$ cat src/rtl/lsu_pkg.sv
// Shared definitions for the load/store unit: mem-op codes, FSM states and
// byte-lane helpers used by both the control path and the load aligner.
package lsu_pkg;

    // read_write codes coming from the decode control unit
    localparam logic [3:0] MEM_OP_NONE = 4'b0000;
    localparam logic [3:0] MEM_OP_LB   = 4'b1000;
    localparam logic [3:0] MEM_OP_LH   = 4'b1001;
    localparam logic [3:0] MEM_OP_LW   = 4'b1010;
    localparam logic [3:0] MEM_OP_SB   = 4'b1011;
    localparam logic [3:0] MEM_OP_LBU  = 4'b1100;
    localparam logic [3:0] MEM_OP_LHU  = 4'b1101;
    localparam logic [3:0] MEM_OP_SH   = 4'b1110;
    localparam logic [3:0] MEM_OP_SW   = 4'b1111;

    typedef enum logic [1:0] {
        StIdle,
        StReq,
        StWaitRsp
    } lsu_state_e;

    function automatic logic lsu_is_mem_op(input logic [3:0] op);
        case (op)
            MEM_OP_LB, MEM_OP_LH, MEM_OP_LW, MEM_OP_LBU, MEM_OP_LHU,
            MEM_OP_SB, MEM_OP_SH, MEM_OP_SW: return 1'b1;
            default:                         return 1'b0;
        endcase
    endfunction

    function automatic logic lsu_is_store(input logic [3:0] op);
        return (op == MEM_OP_SB) || (op == MEM_OP_SH) || (op == MEM_OP_SW);
    endfunction

    // Byte enables; half strobes use only offs[1] so a stray offs[0] is ignored
    function automatic logic [3:0] lsu_wstrb(input logic [3:0] op, input logic [1:0] offs);
        case (op)
            MEM_OP_SB: return 4'b0001 << offs;
            MEM_OP_SH: return 4'b0011 << {offs[1], 1'b0};
            MEM_OP_SW: return 4'b1111;
            default:   return 4'b0000;
        endcase
    endfunction

    // Replicate the store operand across every lane so the strobe picks the lane
    function automatic logic [31:0] lsu_wdata(input logic [3:0] op, input logic [31:0] data);
        case (op)
            MEM_OP_SB: return {4{data[7:0]}};
            MEM_OP_SH: return {2{data[15:0]}};
            default:   return data;
        endcase
    endfunction

    function automatic logic lsu_misaligned(input logic [3:0] op, input logic [1:0] offs);
        logic half_op;
        logic word_op;
        half_op = (op == MEM_OP_LH) || (op == MEM_OP_LHU) || (op == MEM_OP_SH);
        word_op = (op == MEM_OP_LW) || (op == MEM_OP_SW);
        return (half_op && offs[0]) || (word_op && (offs != 2'b00));
    endfunction

endpackage

$ cat src/rtl/lsu_load_align.sv
// Load data aligner: picks the byte/half addressed by the low address bits
// out of the read word and sign- or zero-extends it to 32 bits.
module lsu_load_align
    import lsu_pkg::*;
(
    input  logic [3:0]  mem_op_i,
    input  logic [1:0]  byte_offset_i,
    input  logic [31:0] rdata_i,
    output logic [31:0] data_o
);

    logic [7:0]  byte_sel;
    logic [15:0] half_sel;

    // Lane select followed by extension chosen by the op code
    always_comb begin
        byte_sel = rdata_i[8*byte_offset_i +: 8];
        half_sel = byte_offset_i[1] ? rdata_i[31:16] : rdata_i[15:0];
        data_o   = rdata_i;
        unique case (mem_op_i)
            MEM_OP_LB:  data_o = {{24{byte_sel[7]}}, byte_sel};
            MEM_OP_LH:  data_o = {{16{half_sel[15]}}, half_sel};
            MEM_OP_LBU: data_o = {24'h0, byte_sel};
            MEM_OP_LHU: data_o = {16'h0, half_sel};
            default:    data_o = rdata_i;
        endcase
    end

endmodule

$ cat src/rtl/load_store_unit.sv
// Memory-stage load/store unit: one req/gnt/rvalid data-memory transaction per
// accepted op, stalling the pipeline until the access completes or times out.
// Optional feature macro: MISALIGN_TRAP_EN (reject misaligned half/word accesses).
module load_store_unit
    import lsu_pkg::*;
#(
    parameter int unsigned XLEN           = 32,
    parameter int unsigned TIMEOUT_CYCLES = 255
) (
    input  logic            clk_i,
    input  logic            rst_i,
    input  logic            op_valid_i,
    output logic            op_ready_o,
    input  logic [3:0]      mem_op_i,
    input  logic [XLEN-1:0] addr_i,
    input  logic [XLEN-1:0] store_data_i,
    output logic            stall_o,
    output logic            load_valid_o,
    output logic [XLEN-1:0] load_data_o,
    output logic            bus_err_o,
    output logic            misaligned_o,
    output logic            dmem_req_o,
    output logic            dmem_we_o,
    output logic [XLEN-1:0] dmem_addr_o,
    output logic [XLEN-1:0] dmem_wdata_o,
    output logic [3:0]      dmem_wstrb_o,
    input  logic            dmem_gnt_i,
    input  logic            dmem_rvalid_i,
    input  logic [XLEN-1:0] dmem_rdata_i
);

    localparam logic [7:0] TimeoutLast = 8'(TIMEOUT_CYCLES - 1);

    lsu_state_e  state_q;
    logic [3:0]  op_q;
    logic [1:0]  offs_q;
    logic [7:0]  cnt_q;
    logic        req_q;
    logic        we_q;
    logic [31:0] addr_q;
    logic [31:0] wdata_q;
    logic [3:0]  wstrb_q;
    logic        load_valid_q;
    logic [31:0] load_data_q;
    logic        bus_err_q;

    logic        op_is_mem;
    logic        accept;
    logic        trap;
    logic        rsp_done;
    logic        timeout_hit;
    logic [31:0] aligned_data;

    assign op_is_mem   = lsu_is_mem_op(mem_op_i);
    assign op_ready_o  = (state_q == StIdle);
    assign accept      = op_valid_i & op_ready_o & op_is_mem;
    assign stall_o     = (state_q != StIdle) | (op_valid_i & op_is_mem);
    assign timeout_hit = (cnt_q == TimeoutLast);
    // A combined gnt+rvalid in REQ finishes the access without visiting WAIT_RSP
    assign rsp_done    = dmem_rvalid_i &
                         ((state_q == StWaitRsp) | ((state_q == StReq) & dmem_gnt_i));

`ifdef MISALIGN_TRAP_EN
    logic misaligned_q;
    assign trap         = lsu_misaligned(mem_op_i, addr_i[1:0]);
    assign misaligned_o = misaligned_q;
`else
    assign trap         = 1'b0;
    assign misaligned_o = 1'b0;
`endif

    assign dmem_req_o   = req_q;
    assign dmem_we_o    = we_q;
    assign dmem_addr_o  = addr_q;
    assign dmem_wdata_o = wdata_q;
    assign dmem_wstrb_o = wstrb_q;
    assign load_valid_o = load_valid_q;
    assign load_data_o  = load_data_q;
    assign bus_err_o    = bus_err_q;

    lsu_load_align u_load_align (
        .mem_op_i      (op_q),
        .byte_offset_i (offs_q),
        .rdata_i       (dmem_rdata_i),
        .data_o        (aligned_data)
    );

    // Transaction FSM with all bus and result outputs registered
    always_ff @(posedge clk_i) begin
        if (rst_i) begin
            state_q      <= StIdle;
            op_q         <= MEM_OP_NONE;
            offs_q       <= 2'b00;
            cnt_q        <= 8'h00;
            req_q        <= 1'b0;
            we_q         <= 1'b0;
            addr_q       <= 32'h0;
            wdata_q      <= 32'h0;
            wstrb_q      <= 4'h0;
            load_valid_q <= 1'b0;
            load_data_q  <= 32'h0;
            bus_err_q    <= 1'b0;
`ifdef MISALIGN_TRAP_EN
            misaligned_q <= 1'b0;
`endif
        end else begin
            load_valid_q <= 1'b0;
            bus_err_q    <= 1'b0;
`ifdef MISALIGN_TRAP_EN
            misaligned_q <= accept & trap;
`endif
            unique case (state_q)
                StIdle: begin
                    if (accept && !trap) begin
                        op_q    <= mem_op_i;
                        offs_q  <= addr_i[1:0];
                        cnt_q   <= 8'h00;
                        req_q   <= 1'b1;
                        we_q    <= lsu_is_store(mem_op_i);
                        addr_q  <= {addr_i[31:2], 2'b00};
                        wdata_q <= lsu_wdata(mem_op_i, store_data_i);
                        wstrb_q <= lsu_wstrb(mem_op_i, addr_i[1:0]);
                        state_q <= StReq;
                    end
                end
                StReq, StWaitRsp: begin
                    if (rsp_done) begin
                        req_q   <= 1'b0;
                        cnt_q   <= 8'h00;
                        state_q <= StIdle;
                        if (!we_q) begin
                            load_valid_q <= 1'b1;
                            load_data_q  <= aligned_data;
                        end
                    end else if ((state_q == StReq) && dmem_gnt_i) begin
                        req_q   <= 1'b0;
                        cnt_q   <= 8'h00;
                        state_q <= StWaitRsp;
                    end else if (timeout_hit) begin
                        req_q     <= 1'b0;
                        cnt_q     <= 8'h00;
                        bus_err_q <= 1'b1;
                        state_q   <= StIdle;
                    end else begin
                        cnt_q <= cnt_q + 8'h01;
                    end
                end
                default: state_q <= StIdle;
            endcase
        end
    end

endmodule

$ cat config.mk
export PLATFORM = sky130hd
export DESIGN_NAME = load_store_unit
export DESIGN_NICKNAME = d
export VERILOG_FILES = /design/src/rtl/lsu_pkg.sv /design/src/rtl/lsu_load_align.sv /design/src/rtl/load_store_unit.sv
export SDC_FILE = /design/constraint.sdc
export NUM_CORES = 1
export LEC_CHECK = 0
export CORE_UTILIZATION = 47
export DETAILED_ROUTE_END_ITERATION = 12
export GPL_TIMING_DRIVEN = 0
export PLACE_DENSITY = 0.82
export SKIP_LAST_GASP = 1
export SLEW_MARGIN = 5
export SYNTH_ARGS = -nofsm -noshare
export SYNTH_HDL_FRONTEND = slang
export SYNTH_SLANG_ARGS = --single-unit
$ cat constraint.sdc
create_clock -name clk_i -period 3.6 [get_ports clk_i]
set_input_delay 0.36 -clock clk_i [delete_from_list [all_inputs] [get_ports clk_i]]
set_output_delay 0.36 -clock clk_i [all_outputs]
set_load 0.01 [all_outputs]
==> results of run 1 <==
-- through the flow --
step                area, sq um  instances  setup slack (ns)  util, %
CTS                        8200       1062             0.637     74.3
detailed placement         7640       1031              1.01     69.3
global route               8200       1062             0.495     74.3
floorplan                  5420        686              1.73        -
global placement           7640       1031              1.05     69.3
finish                     8200       1062             0.580     74.3
-- final timing paths --
check	from	end	slack, ns	cells after the start
worst max-delay path	state_q[1]	stall_o	0.58	7
worst min-delay path	mem_op_i[0]	op_q[0]	0.26	3
worst max register to register	state_q[1]	load_data_o[15]	1.09	8
worst min register to register	dmem_addr_o[24]	dmem_addr_o[24]	0.45	2
-- cells by family (layout without fill, tap and decap cells) --
logic type	Yosys count	in the layout	share of synthesized area [%]
and+or+nand+nor	276	276	22.1
AOI/OAI and AO/OA	194	194	24.6
muxes	9	9	1.90
adders and majority gates	7	7	1.62
DFF	118	118	43.7
other	1	3	0.0693
buffers and inverters	79	315	6.04
-- state kept, by name (all words and copies together), names as in the netlist, 2 cells and up --
name and count:
dmem_wstrb_o 4, offs_q 2, dmem_wdata_o 32, cnt_q 8, load_data_o 32, op_q 4, dmem_addr_o 30, state_q 2
-- worst max-delay path: cells and delay by family (launching register included) --
family / cells / cell delay (ns)
buf+inv: 5 / 1.21
flops: 1 / 0.34
compound gates: 1 / 0.43
fa+ha+maj: 1 / 0.26
-- routing by layer --
layer | global-route usage [%] | routed length (microns) | up-vias
met5 | 0 | 0 | -
met4 | 13.0 | 485 | 0
met3 | 7.65 | 1560 | 45
met2 | 52.8 | 8820 | 295
met1 | 36.6 | 7280 | 2827
li1 | - | - | 2850
-- layout make-up --
type,count,area [sq um]
sequential,118,2360
tap,140,175
multi-input combinational,489,2730
clock inverter,10,80.1
inverter,18,67.6
timing repair buffer,205,2050
fill,886,2840
buffer,61,259
clock buffer,21,470
-- report_power, final --
group          total, mW  internal (mW)  leakage (nW)  switching (mW)
Combinational      0.668          0.322          1.75           0.346
Sequential          1.42           1.38         0.960          0.0422
Clock               1.57          0.988         0.274           0.581
Total               3.66           2.69          2.98           0.969
-- synthesized netlist by cell type, drive strengths merged, types with 3 or more instances --
cell type | count | area share [%]
nand2 | 162 | 11
dfxtp | 118 | 44
a21oi | 73 | 7.0
nor2 | 61 | 4.3
clkbuf | 39 | 2.7
a311oi | 24 | 3.9
buf | 22 | 2.1
o21ai | 20 | 1.9
a211oi | 19 | 3.6
inv | 18 | 1.2
nand3b | 15 | 2.1
a22oi | 12 | 1.7
o211ai | 10 | 1.4
mux2i | 8 | 1.5
o31ai | 8 | 1.1
a21o | 7 | 0.97
a221oi | 7 | 1.1
ha | 7 | 1.6
nand3 | 7 | 0.65
nand4 | 6 | 0.69
a31oi | 4 | 0.46
nor3 | 4 | 0.37
nand2b | 3 | 0.35
nand4b | 3 | 0.49
nor2b | 3 | 0.35
==> impl_results.md, run 1 <==
- Reg clk slew, reported paths: 0.05 ns
- Routed via count: 6017
- Final hold vios: 0
- Leakage: 2.98 nW
- Synth Register Bits: 118
- Sequential cell area fraction in the yosys report: 43.7%
- Mapped Cells: 684
- Worst-path cell chain: inv_1 -> ha_1 -> inv_1 -> a21oi_1 -> inv_1 -> clkbuf_1 -> clkdlybuf4s50_1
- Maximum root-to-sink buffer count: 2
- DRT antenna net count: 0
- Total GRT Usage: 30.8%
- Std-Cell Rows: 38
- Worst setup path category: reg2out
- Vias in the first global route: 5935
- # nets final: 1022
- Outcome: completed
- Power per cell area: 446 nW/um^2
- Die area: 11900 sq um
- Max-slew violation count: 0
- Syn_area_per_cell: 7.91 sq um
- TritonCTS clock tree: built
- Largest net degree at the start of global routing: 17
- Slowest cell on crit path: clkdlybuf4s50_1
- Sum Neg Setup Slack: 0 ns
- Initial core utilization: 49.0%
- Critical Path Fanout Max: 10
- Largest stage delay, worst path: 0.55 ns
- DR DRC count: 0
- Inserted Diodes: 0
- Area Growth Syn to Fin: 51.5%
- RSZ-0062 raised after global routing: no
- Overall die height: 109 microns
- Yosys Warn Count: 0
- Routability cong.: 0.973
- WL/cell: 17.1 microns
- Clock Root Buffer: clkbuf_16
- Initial antenna violation count: 0
- FMAX: 0.331 GHz
- CP most frequent cell: inv_1
- Detailed Place HPWL: 13700 microns
- Synth async-reset ratio: 0%
- VDD IR max: 0.368 mV
- CP required: 3.24 ns
- Drt pass-1 iters: 5
- First-pass GRT wire length: 28600 microns
- Min Tclk post-route: 3.02 ns
- Fin crit share: 83.9%
- Max-cap violations: 0
- Most frequent cells in the layout: clkdlybuf4s50_1, nand2_1, dfxtp_1
- Overflow after GRT: 0
- Drt total wl: 18100 microns
- Number of flops mapped to enable cells by yosys: 0
- Worst clock skew: 0.00725 ns
- Syn Std Cell Area: 5410 sq um
- Share of cells above drive strength 1: 6.29%
- PortBufs: 205
- Relative slew slack: 58.6%
- # setup viols final: 0
- CTS buffer count: 17
- Initial DRC Count: 407
- Die W: 109 microns
- Core Footprint: 11000 sq um
- IO Pins: 212
- HP Class: in2reg
- Vias/cell: 5.67
- H-tree depth: 4
- Worst path arrival time: 2.66 ns
- Predominant post-synthesis flop cell: dfxtp_1
- Critical Path Sink Type: output port
- CTS Hold Bufs: 0
- Design Power: 3.66 mW
- Most common cell after layout, fill and taps aside: clkdlybuf4s50_1
- Setup bufs post-CTS: 0
- Measured slew at the worst slew-check pin: 0.621 ns
- Synth cell types: 50
- Clock Latency Late Sink: 0.41 ns
- Clock sinks: 118
- Cts repair resizes: 0
- Hold Worst Slack: 0.258 ns
- Startpoint Class: register
Note: power is estimated with default switching activity, not from simulation.
==> inputs of run 2 (changes only) <==
--- a/config.mk
+++ b/config.mk
@@ -5,10 +5,10 @@
 export SDC_FILE = /design/constraint.sdc
 export NUM_CORES = 1
 export LEC_CHECK = 0
-export CORE_UTILIZATION = 47
+export CORE_UTILIZATION = 40
 export DETAILED_ROUTE_END_ITERATION = 12
 export GPL_TIMING_DRIVEN = 0
-export PLACE_DENSITY = 0.82
+export PLACE_DENSITY = 0.74
 export SKIP_LAST_GASP = 1
 export SLEW_MARGIN = 5
 export SYNTH_ARGS = -nofsm -noshare
==> constraint.sdc (replaced) <==
create_clock -name clk_i -period 2.5 [get_ports clk_i]
set_input_delay 0.25 -clock clk_i [delete_from_list [all_inputs] [get_ports clk_i]]
set_output_delay 0.25 -clock clk_i [all_outputs]
set_load 0.01 [all_outputs]
==> impl_results.md, run 2 (synthesis gave the netlist of run 1 again) <==
- FMAX: 0.417 GHz
- CTS buffer count: 17 (unchanged)
- Clock Latency Late Sink: 0.42 ns (about the same)
- Overflow after GRT: 0 (unchanged)
- Placed insts: 1067 (+3.5%)
- Final hold vios: 0 (unchanged)
- Area Growth Syn to Fin: 54.1%
- Combinational share of power: 17.0% (-1.3 points)
- Total buffers and inverters traversed by the critical path: 4 (-1)
- Total GRT Usage: 25.8% (-5.0 points)
- Final cell count without fillers: 1098 (+3.4%)
- # nets final: 1021 (-0.098%)
- H-tree depth: 4 (unchanged)
- Clock Root Buffer: clkbuf_16
- Worst-path cell chain: inv_1 -> ha_1 -> inv_1 -> a21oi_4 -> inv_2 -> clkdlybuf4s50_1
- DR DRC count: 0 (unchanged)
- Met3 Use GR: 6.56% (-1.1 points)
- Measured slew at the worst slew-check pin: 0.710 ns (+0.0885 ns)
- Detailed Place HPWL: 13000 microns (-4.9%)
- Leakage: 3.03 nW (+1.7%)
- Core Util, Final: 63.0% (-11 points)
- Drt total wl: 17900 microns (-1.6%)
- Fin crit share: 96.0%
- Largest stage delay, worst path: 0.58 ns (+0.03 ns)
- IO Pins: 212 (unchanged)
- Die W: 118 microns (+8.2%)
- Inserted Diodes: 0 (unchanged)
- Most frequent cells in the layout: clkdlybuf4s50_1, nand2_1, dfxtp_1
- Design Power: 5.66 mW (+55%)
- Top delay family on crit path: buffers and inverters
- Reg clk slew, reported paths: 0.05 ns (about the same)
- Routability cong.: 0.897 (-7.8%)
- RSZ-0062 raised after global routing: yes
- Min Tclk post-route: 2.40 ns
- Startpoint Class: register
- Worst path arrival time: 2.15 ns (-0.51 ns)
- Pint: 4.26 mW (+58%)
- Vias in the first global route: 5481 (-7.6%)
- Power per cell area: 679 nW/um^2 (+52%)
- Worst clock skew: 0.00651 ns (-0.000735 ns)
- Max-cap violations: 0 (unchanged)
- VDD IR max: 0.385 mV (+4.6%)
- M2 GR Usage: 40.6% (-12 points)
- Largest net degree at the start of global routing: 17 (unchanged)
- Max-slew violation count: 0 (unchanged)
- TritonCTS clock tree: built
- Share of cells above drive strength 1: 6.62% (+0.33 points)
- Initial DRC Count: 452 (+11%)
- Design area: 8340 sq um (+1.8%)
- Relative slew slack: 52.7% (-5.9 points)
- Die area: 14000 sq um (+17%)
- Core Footprint: 13200 sq um (+20%)
- Clock power share: 47.0% (+4.1 points)
- Vias/cell: 5.34 (-5.8%)
- Drt pass-1 iters: 5 (unchanged)
- Met1 GRT Util: 33.7% (-2.9 points)
- Slowest cell on crit path: clkdlybuf4s50_1
- Outcome: completed
- DRT antenna net count: 0 (unchanged)
- Busiest grt layer: met2
- Critical Path Sink Type: output port
- Worst setup path category: reg2out
- Area of placed instances: 7690 sq um (+0.59%)
- # setup viols final: 0 (unchanged)
- Sum Neg Setup Slack: 0 ns (unchanged)
- HP Class: in2reg
- Std-Cell Rows: 42 (+11%)
- Sequential share of power: 36.0% (-2.8 points)
- Most common cell after layout, fill and taps aside: clkdlybuf4s50_1
- Switching share of power: 24.8% (-1.7 points)
- PortBufs: 205 (unchanged)
- WL/cell: 16.3 microns (-4.8%)
- Maximum root-to-sink buffer count: 2 (unchanged)
- CP required: 2.25 ns (-0.99 ns)
- Clock sinks: 118 (unchanged)
- Initial core utilization: 40.9% (-8.2 points)
- Overall die height: 118 microns (+8.2%)
- Critical Path Fanout Max: 13 (+3)
- Initial antenna violation count: 0 (unchanged)
- First-pass GRT wire length: 28400 microns (-0.53%)
- Sw power: 1.40 mW (+45%)
- Routed via count: 5858 (-2.6%)
- CP most frequent cell: inv_1
==> run 2: final timing paths <==
path | from | end | slack, ns | cells past startpoint
setup / recovery | state_q[1] | stall_o | 0.10 | 6
hold reg to reg | dmem_addr_o[19] | dmem_addr_o[19] | 0.45 | 2
setup reg to reg | state_q[1] | load_data_o[13] | 0.15 | 8
hold / removal | mem_op_i[0] | op_q[0] | 0.17 | 3
==> run 2: repair_timing <==
item,in CTS,in global routing
hold buffers,0,0
setup endpoints to repair,2,22
pin swaps,0,0
buffers inserted,0,0
resized for setup,3,3
hold endpoints to repair,0,0
==> run 2: worst min-delay path, stage by stage <==
cell,delay (ns)
buf_2,0.16
nand2_1,0.07
a21oi_1,0.05
==> run 2: stage by stage <==
stage / hold WS (ns) / setup WS [ns]
2_1_floorplan: 0.386 / 0.629
3_5_place_dp: 0.446 / 0.0490
4_1_cts: 0.140 / 0.0433
3_3_place_gp: 0.440 / 0.0617
5_1_grt: 0.170 / -0.0864
6_report: 0.166 / 0.101
==> run 2: power groups by stage <==
stage	Combinational, mW	Sequential, mW	Clock, mW
after floorplan	0.414	2.11	0
final	0.965	2.04	2.66
after global placement	0.950	2.07	0
after CTS	0.959	2.04	2.70
after global routing	1.05	2.05	2.78
after detailed placement	0.953	2.08	0
==> run 2: routing by layer <==
metal	wire length, microns	up-vias
li1	-	2848
met1	7890	2723
met2	8200	259
met3	1350	28
met4	408	0
met5	0	-
==> run 2: final cells by class <==
class                           instances  area [sq um]
Buffer                                 60           258
Clock buffer                           22           464
Clock inverter                         10           175
Fill cell                            1189          4900
Inverter                               18          67.6
Multi-Input combinational cell        489          2740
Sequential cell                       118          2360
Tap cell                              176           220
Timing Repair Buffer                  205          2050
